## config.mk

```make
export PLATFORM = sky130hd
export DESIGN_NAME = uart_rx_flat
export DESIGN_NICKNAME = d
export VERILOG_FILES = /design/src/rtl/uart_rx_if.sv /design/src/rtl/uart_rx.sv /design/src/flat_wrapper.sv
export SDC_FILE = /design/constraint.sdc
export NUM_CORES = 1
export LEC_CHECK = 0
export CAP_MARGIN = 10
export CORE_UTILIZATION = 24
export CTS_CLUSTER_DIAMETER = 100
export DETAILED_ROUTE_END_ITERATION = 10
export DONT_BUFFER_PORTS = 1
export PLACE_DENSITY = 0.43
export SYNTH_ARGS = -nofsm -noshare
export SYNTH_HDL_FRONTEND = slang
export SYNTH_SLANG_ARGS = --single-unit
export TNS_END_PERCENT = 50
```

## constraint.sdc

```tcl
create_clock -name clk -period 3.26 [get_ports clk]
set_clock_uncertainty 0.2 [all_clocks]
set_input_delay 0.489 -clock clk [delete_from_list [all_inputs] [get_ports clk]]
set_output_delay 0.489 -clock clk [all_outputs]
set_load 0.01 [all_outputs]
```

## src/rtl/uart_rx_if.sv

```systemverilog
// Byte delivery bundle between the UART receiver and its consumer.
// The receiver drives data, valid and the error pulses; the consumer returns the ack.
interface uart_rx_if #(
  parameter int DATA_BITS = 8
);
  logic [DATA_BITS-1:0] rx_data;
  logic                 rx_valid;
  logic                 rx_ack;
  logic                 frame_err;
  logic                 overrun_err;

  modport master (
    output rx_data,
    output rx_valid,
    output frame_err,
    output overrun_err,
    input  rx_ack
  );

  modport slave (
    input  rx_data,
    input  rx_valid,
    input  frame_err,
    input  overrun_err,
    output rx_ack
  );
endinterface

```

## src/rtl/uart_rx.sv

```systemverilog
// 8N1 UART receiver: two-flop synchroniser, mid-bit sampling, glitch/framing/overrun handling.
// Byte shows up on rx_data/rx_valid at the mid-stop-bit edge; it is held until acked, and a newer byte that finds it unacked is dropped.
module uart_rx #(
  parameter int CLKS_PER_BIT = 434,
  parameter int DATA_BITS    = 8
) (
  input  logic      clk,
  input  logic      rst_n,
  input  logic      rx,
  uart_rx_if.master bus,
  output logic      busy
);

  localparam int H     = CLKS_PER_BIT / 2;
  localparam int CNT_W = $clog2(CLKS_PER_BIT);
  localparam int IDX_W = $clog2(DATA_BITS + 1);

  localparam logic [CNT_W-1:0] CNT_HALF = CNT_W'(H - 1);
  localparam logic [CNT_W-1:0] CNT_FULL = CNT_W'(CLKS_PER_BIT - 1);
  localparam logic [CNT_W-1:0] CNT_ONE  = CNT_W'(1);
  localparam logic [IDX_W-1:0] IDX_LAST = IDX_W'(DATA_BITS - 1);
  localparam logic [IDX_W-1:0] IDX_ONE  = IDX_W'(1);

  typedef enum logic [2:0] {
    IDLE,
    START,
    DATA,
    STOP,
    WAIT_IDLE
  } state_t;

  state_t               state, state_nxt;
  logic                 sync1, rx_s;
  logic [CNT_W-1:0]     cnt, cnt_nxt;
  logic [IDX_W-1:0]     bit_idx, bit_idx_nxt;
  logic [DATA_BITS-1:0] shift, shift_nxt;
  logic [DATA_BITS-1:0] data_q, data_nxt;
  logic                 valid_q, valid_nxt;
  logic                 ferr_q, ferr_nxt;
  logic                 oerr_q, oerr_nxt;

  always_ff @(posedge clk) begin
    if (!rst_n) begin
      sync1   <= 1'b1;
      rx_s    <= 1'b1;
      state   <= IDLE;
      cnt     <= '0;
      bit_idx <= '0;
      shift   <= '0;
      data_q  <= '0;
      valid_q <= 1'b0;
      ferr_q  <= 1'b0;
      oerr_q  <= 1'b0;
    end else begin
      sync1   <= rx;
      rx_s    <= sync1;
      state   <= state_nxt;
      cnt     <= cnt_nxt;
      bit_idx <= bit_idx_nxt;
      shift   <= shift_nxt;
      data_q  <= data_nxt;
      valid_q <= valid_nxt;
      ferr_q  <= ferr_nxt;
      oerr_q  <= oerr_nxt;
    end
  end

  always_comb begin
    state_nxt   = state;
    cnt_nxt     = cnt;
    bit_idx_nxt = bit_idx;
    shift_nxt   = shift;
    data_nxt    = data_q;
    valid_nxt   = valid_q;
    ferr_nxt    = 1'b0;
    oerr_nxt    = 1'b0;

    // A plain ack drops valid; a delivery in the same cycle overrides this below.
    if (valid_q && bus.rx_ack) valid_nxt = 1'b0;

    case (state)
      IDLE: begin
        if (!rx_s) begin
          state_nxt = START;
          cnt_nxt   = '0;
        end
      end
      START: begin
        if (cnt != CNT_HALF) begin
          cnt_nxt = cnt + CNT_ONE;
        end else if (rx_s) begin
          state_nxt = IDLE;
        end else begin
          state_nxt   = DATA;
          cnt_nxt     = '0;
          bit_idx_nxt = '0;
        end
      end
      DATA: begin
        if (cnt != CNT_FULL) begin
          cnt_nxt = cnt + CNT_ONE;
        end else begin
          shift_nxt   = {rx_s, shift[DATA_BITS-1:1]};
          bit_idx_nxt = bit_idx + IDX_ONE;
          cnt_nxt     = '0;
          if (bit_idx == IDX_LAST) state_nxt = STOP;
        end
      end
      STOP: begin
        if (cnt != CNT_FULL) begin
          cnt_nxt = cnt + CNT_ONE;
        end else begin
          cnt_nxt = '0;
          if (rx_s) begin
            // Leave at mid-stop-bit so an immediately following start edge is caught.
            state_nxt = IDLE;
            if (!valid_q || bus.rx_ack) begin
              data_nxt  = shift;
              valid_nxt = 1'b1;
            end else begin
              oerr_nxt = 1'b1;
            end
          end else begin
            ferr_nxt  = 1'b1;
            state_nxt = WAIT_IDLE;
          end
        end
      end
      WAIT_IDLE: begin
        if (rx_s) state_nxt = IDLE;
      end
      default: state_nxt = IDLE;
    endcase
  end

  assign bus.rx_data     = data_q;
  assign bus.rx_valid    = valid_q;
  assign bus.frame_err   = ferr_q;
  assign bus.overrun_err = oerr_q;
  assign busy            = (state != IDLE);

endmodule

```

## src/flat_wrapper.sv

```systemverilog
// flat-port wrapper written by rule: the top's interface ports become plain ports
module uart_rx_flat 
#(
  parameter int CLKS_PER_BIT = 434,
  parameter int DATA_BITS    = 8
)
  (clk, rst_n, rx, busy, bus_rx_data, bus_rx_valid, bus_frame_err, bus_overrun_err, bus_rx_ack);
  uart_rx_if #(.DATA_BITS(DATA_BITS)) bus_i ();
  input  logic clk;
  input  logic rst_n;
  input  logic rx;
  output logic busy;
  output wire logic [$bits(bus_i.rx_data)-1:0] bus_rx_data;
  output wire logic [$bits(bus_i.rx_valid)-1:0] bus_rx_valid;
  output wire logic [$bits(bus_i.frame_err)-1:0] bus_frame_err;
  output wire logic [$bits(bus_i.overrun_err)-1:0] bus_overrun_err;
  input wire logic [$bits(bus_i.rx_ack)-1:0] bus_rx_ack;
  assign bus_rx_data = bus_i.rx_data;
  assign bus_rx_valid = bus_i.rx_valid;
  assign bus_frame_err = bus_i.frame_err;
  assign bus_overrun_err = bus_i.overrun_err;
  assign bus_i.rx_ack = bus_rx_ack;
  uart_rx #(.CLKS_PER_BIT(CLKS_PER_BIT), .DATA_BITS(DATA_BITS)) u_core (.clk(clk), .rst_n(rst_n), .rx(rx), .bus(bus_i), .busy(busy));
endmodule
```

==> key figures <==
Clock tree
  • Post-CTS Resized: 0
  • Clk sink count: 37
  • CTS root buf: clkbuf_8
  • Cts hold-fix bufs: 0
  • Clk slew on worst S/H paths: 80 ps
  • H-tree depth: 2
  • Worst skew pair latency: 290 ps
  • Max Root-Sink Buffers: 2
  • Postcts setup bufs: 0
  • CTS tree: yes
  • Total CTS buffers: 5

Die
  • Initial Utilization: 25.0%
  • Die ar.: 7960 um^2
  • Die height: 89.2 um
  • Core area: 7290 um^2
  • Std-Cell Rows: 31
  • Die Wd: 89.2 um
  • # IOs: 16

STA
  • Final hold violations: 0
  • Tmin final: 2090 ps
  • RSZ-0062 raised after global routing: false
  • Slew Viols, Final: 0
  • Count of final setup violators: 0
  • Slew Limit Headroom: 49.7%
  • TNS Setup: 0 ps
  • Achievable frequency: 0.478 GHz
  • Period utilization: 64.2%
  • Worst slew pin tran: 753 ps

Min path
  • HP Class: in -> reg
  • Hold path depth: 1
  • Worst Hold End: u_core.rx_s
  • Hold Startpoint: rst_n

Detailed routing
  • DRC: 0
  • Initial DRC count: 77
  • Vias: 1415
  • Routed wire length: 4180 um
  • Drt pass-1 iters: 4
  • Wire per inst: 14.0 um
  • Antenna-violating nets left: 0
  • Vias per cell: 4.75

Pwr
  • Flop pwr share: 56.3%
  • Power Dens Cells: 409 nW/um^2
  • Net Sw Frac: 24.2%
  • Cell internal pwr: 0.619 mW
  • Worst vdd ir: 0.166 mV
  • Static Leakage: 0.699 nW
  • Clock power share: 39.5%
  • Combinational power share: 4.2%
  • Net Sw Power: 0.198 mW

Worst setup path
  • Critical path peak fanout: 13
  • Delay-heaviest family, CP: simple AND/OR/NAND/NOR gates
  • CP max-delay cell: dfxtp_1
  • Crit. Startpoint: u_core.state[1]
  • CP bufs+invs: 1
  • Worst setup EP type: flop
  • FF-to-FF path depth: 5
  • Critical path required time: 3280 ps
  • Critical Path Source Type: flop
  • RR Endpoint: u_core.bit_idx[3]
  • Worst R2R Start: u_core.state[1]
  • R2r setup slk: 1170 ps
  • Critical path data arrival time: 2110 ps
  • Slowest cell delay on critical path: 540 ps
  • Crit-path cells: nor3b_1 -> nand3_1 -> buf_4 -> or4_1 -> o211ai_1
  • CP Class: reg -> reg

Synthesis
  • Post-synthesis cell count: 202
  • Top-area cell type share of the netlist area: 40.6%
  • Area contributors post-synth: dfxtp_1 41%, mux2i_1 9.9%, nor2_1 4.3%
  • Distinct cells, synth: 44
  • Syn avg cell area: 9.04 um^2
  • Syn nets: 210
  • Asr flop ratio synth: 0%
  • YS warnings: 0
  • Yosys top cell by area: dfxtp_1
  • Number of enable flip-flop cells after synthesis: 0
  • Seq cells post-synth: 37
  • Post-synthesis sequential area ratio: 40.6%
  • Ys flop type: dfxtp_1
  • Netlist Area Pre-Place: 1830 um^2

Global route
  • Vias in the first global route: 1366
  • GRT overflow: 0
  • GR Layer Usage met3: 3.42%
  • Antenna violations before repair: 0
  • First-pass GRT wire length: 6860 um
  • Largest net degree at the start of global routing: 25
  • M2 GR Usage: 17.3%
  • Gr busiest metal: met2
  • Overall routing resource usage: 11.4%
  • Grt met1 use: 15.7%

Cells and area
  • P&R area growth vs syn: 9.39%
  • Seq. cell area: 741 um^2
  • Layout cells sized above 1: 9.05%
  • NumNets Final: 206
  • Area of the multi-input gates: 977 um^2
  • Fill count: 815
  • Final cell count without fillers: 298
  • Diodes inserted: 0

Place
  • Routability Congestion: 0.725
  • Post-DP HPWL: 2860 um
  • Cell total after placement: 290
  • Port buffer count: 0

Status
  • Status: finished, final reports clean

Flow run
  • Max-cap viol count: 0
==> registers in the layout, indices dropped and copies added (netlist names) <==
name                    cells
u_core.bus.frame_err        1
u_core.bus.rx_valid         1
u_core.cnt                  9
u_core.sync1                1
u_core.bus.overrun_err      1
u_core.state                3
u_core.bit_idx              4
u_core.rx_s                 1
u_core.shift                8
u_core.bus.rx_data          8
==> per-layer routing <==
metal,vias up,wire length [um]
met5,-,0
met4,0,37
met3,2,103
met2,10,1860
met1,675,2180
li1,728,-
==> cells by family after synthesis <==
logic type | share of synthesized area [%]
AO/OA/AOI/OAI | 17.1
adder cells (fa/ha/maj) | 2.74
buffers and inverters | 6.24
flip-flops | 40.6
multiplexers | 9.87
AND/OR/NAND/NOR | 23.5
==> final cells by class <==
class                   instances  area share (%)
clock inverters                 3            1.13
repair buffers                  3            1.13
clock buffers                   5            3.45
inverters                      11            2.07
well taps                      99            6.20
flip-flops and latches         37            37.1
multi-input cells             140            48.9
==> power groups by stage <==
stage	logic, mW	clock network [mW]	registers [mW]
CTS	0.0345	0.343	0.460
global route	0.0382	0.357	0.461
detailed placement	0.0342	0	0.471
floorplan	0.0350	0	0.467
global placement	0.0346	0	0.471
finish	0.0339	0.323	0.460
==> through the flow <==
stage                     power [mW]  instance area, um^2  hold WS (ps)  util, %  setup WS (ps)
after floorplan                0.502                 1830           186        -           1290
after global placement         0.505                 1910           194     26.1           1200
after detailed placement       0.505                 1910           198     26.1           1180
after CTS                      0.838                 2000          61.1     27.4           1150
after global routing           0.857                 2000          56.0     27.4            995
final                          0.817                 2000          78.1     27.4           1170
==> synth_stat cells (all sizes together) (2+ instances only) <==
cell / count
ha: 4
o22ai: 2
dfxtp: 37
buf: 6
o21a: 3
nand2b: 5
nand2: 8
a21oi: 4
nor2: 21
inv: 11
clkbuf: 8
nand3: 7
o21ai: 9
or4b: 2
mux2i: 18
o21bai: 2
nor3b: 2
a211oi: 2
and2: 2
o211ai: 5
or3b: 3
and4b: 2
nand4: 4
nand4b: 3
nor2b: 3
nor3: 8
o221ai: 6
o2111ai: 4
==> worst max path at each step <==
| stage | endpoint | slack [ps] | cells past startpoint |
|---|---|---|---|
| 6_report | u_core.bit_idx[3] | 1170 | 5 |
| 5_1_grt | u_core.bit_idx[3] | 1000 | 5 |
| 4_1_cts | u_core.bit_idx[3] | 1150 | 5 |
| 3_5_place_dp | u_core.bit_idx[3] | 1180 | 5 |
| 3_3_place_gp | u_core.cnt[4] | 1200 | 6 |
| 2_1_floorplan | u_core.cnt[4] | 1290 | 7 |
==> cells in the final DEF (no fill, tap or decap), types with 5 or more instances in the layout <==
| cell | count |
|---|---|
| dfxtp_1 | 37 |
| nor3_1 | 8 |
| o21ai_0 | 8 |
| nor2_1 | 21 |
| nand2_1 | 8 |
| o211ai_1 | 5 |
| clkbuf_8 | 5 |
| nand2b_1 | 5 |
| nand3_1 | 7 |
| o221ai_1 | 6 |
| mux2i_1 | 18 |
| inv_1 | 11 |
(Power assumes the default switching activity.)
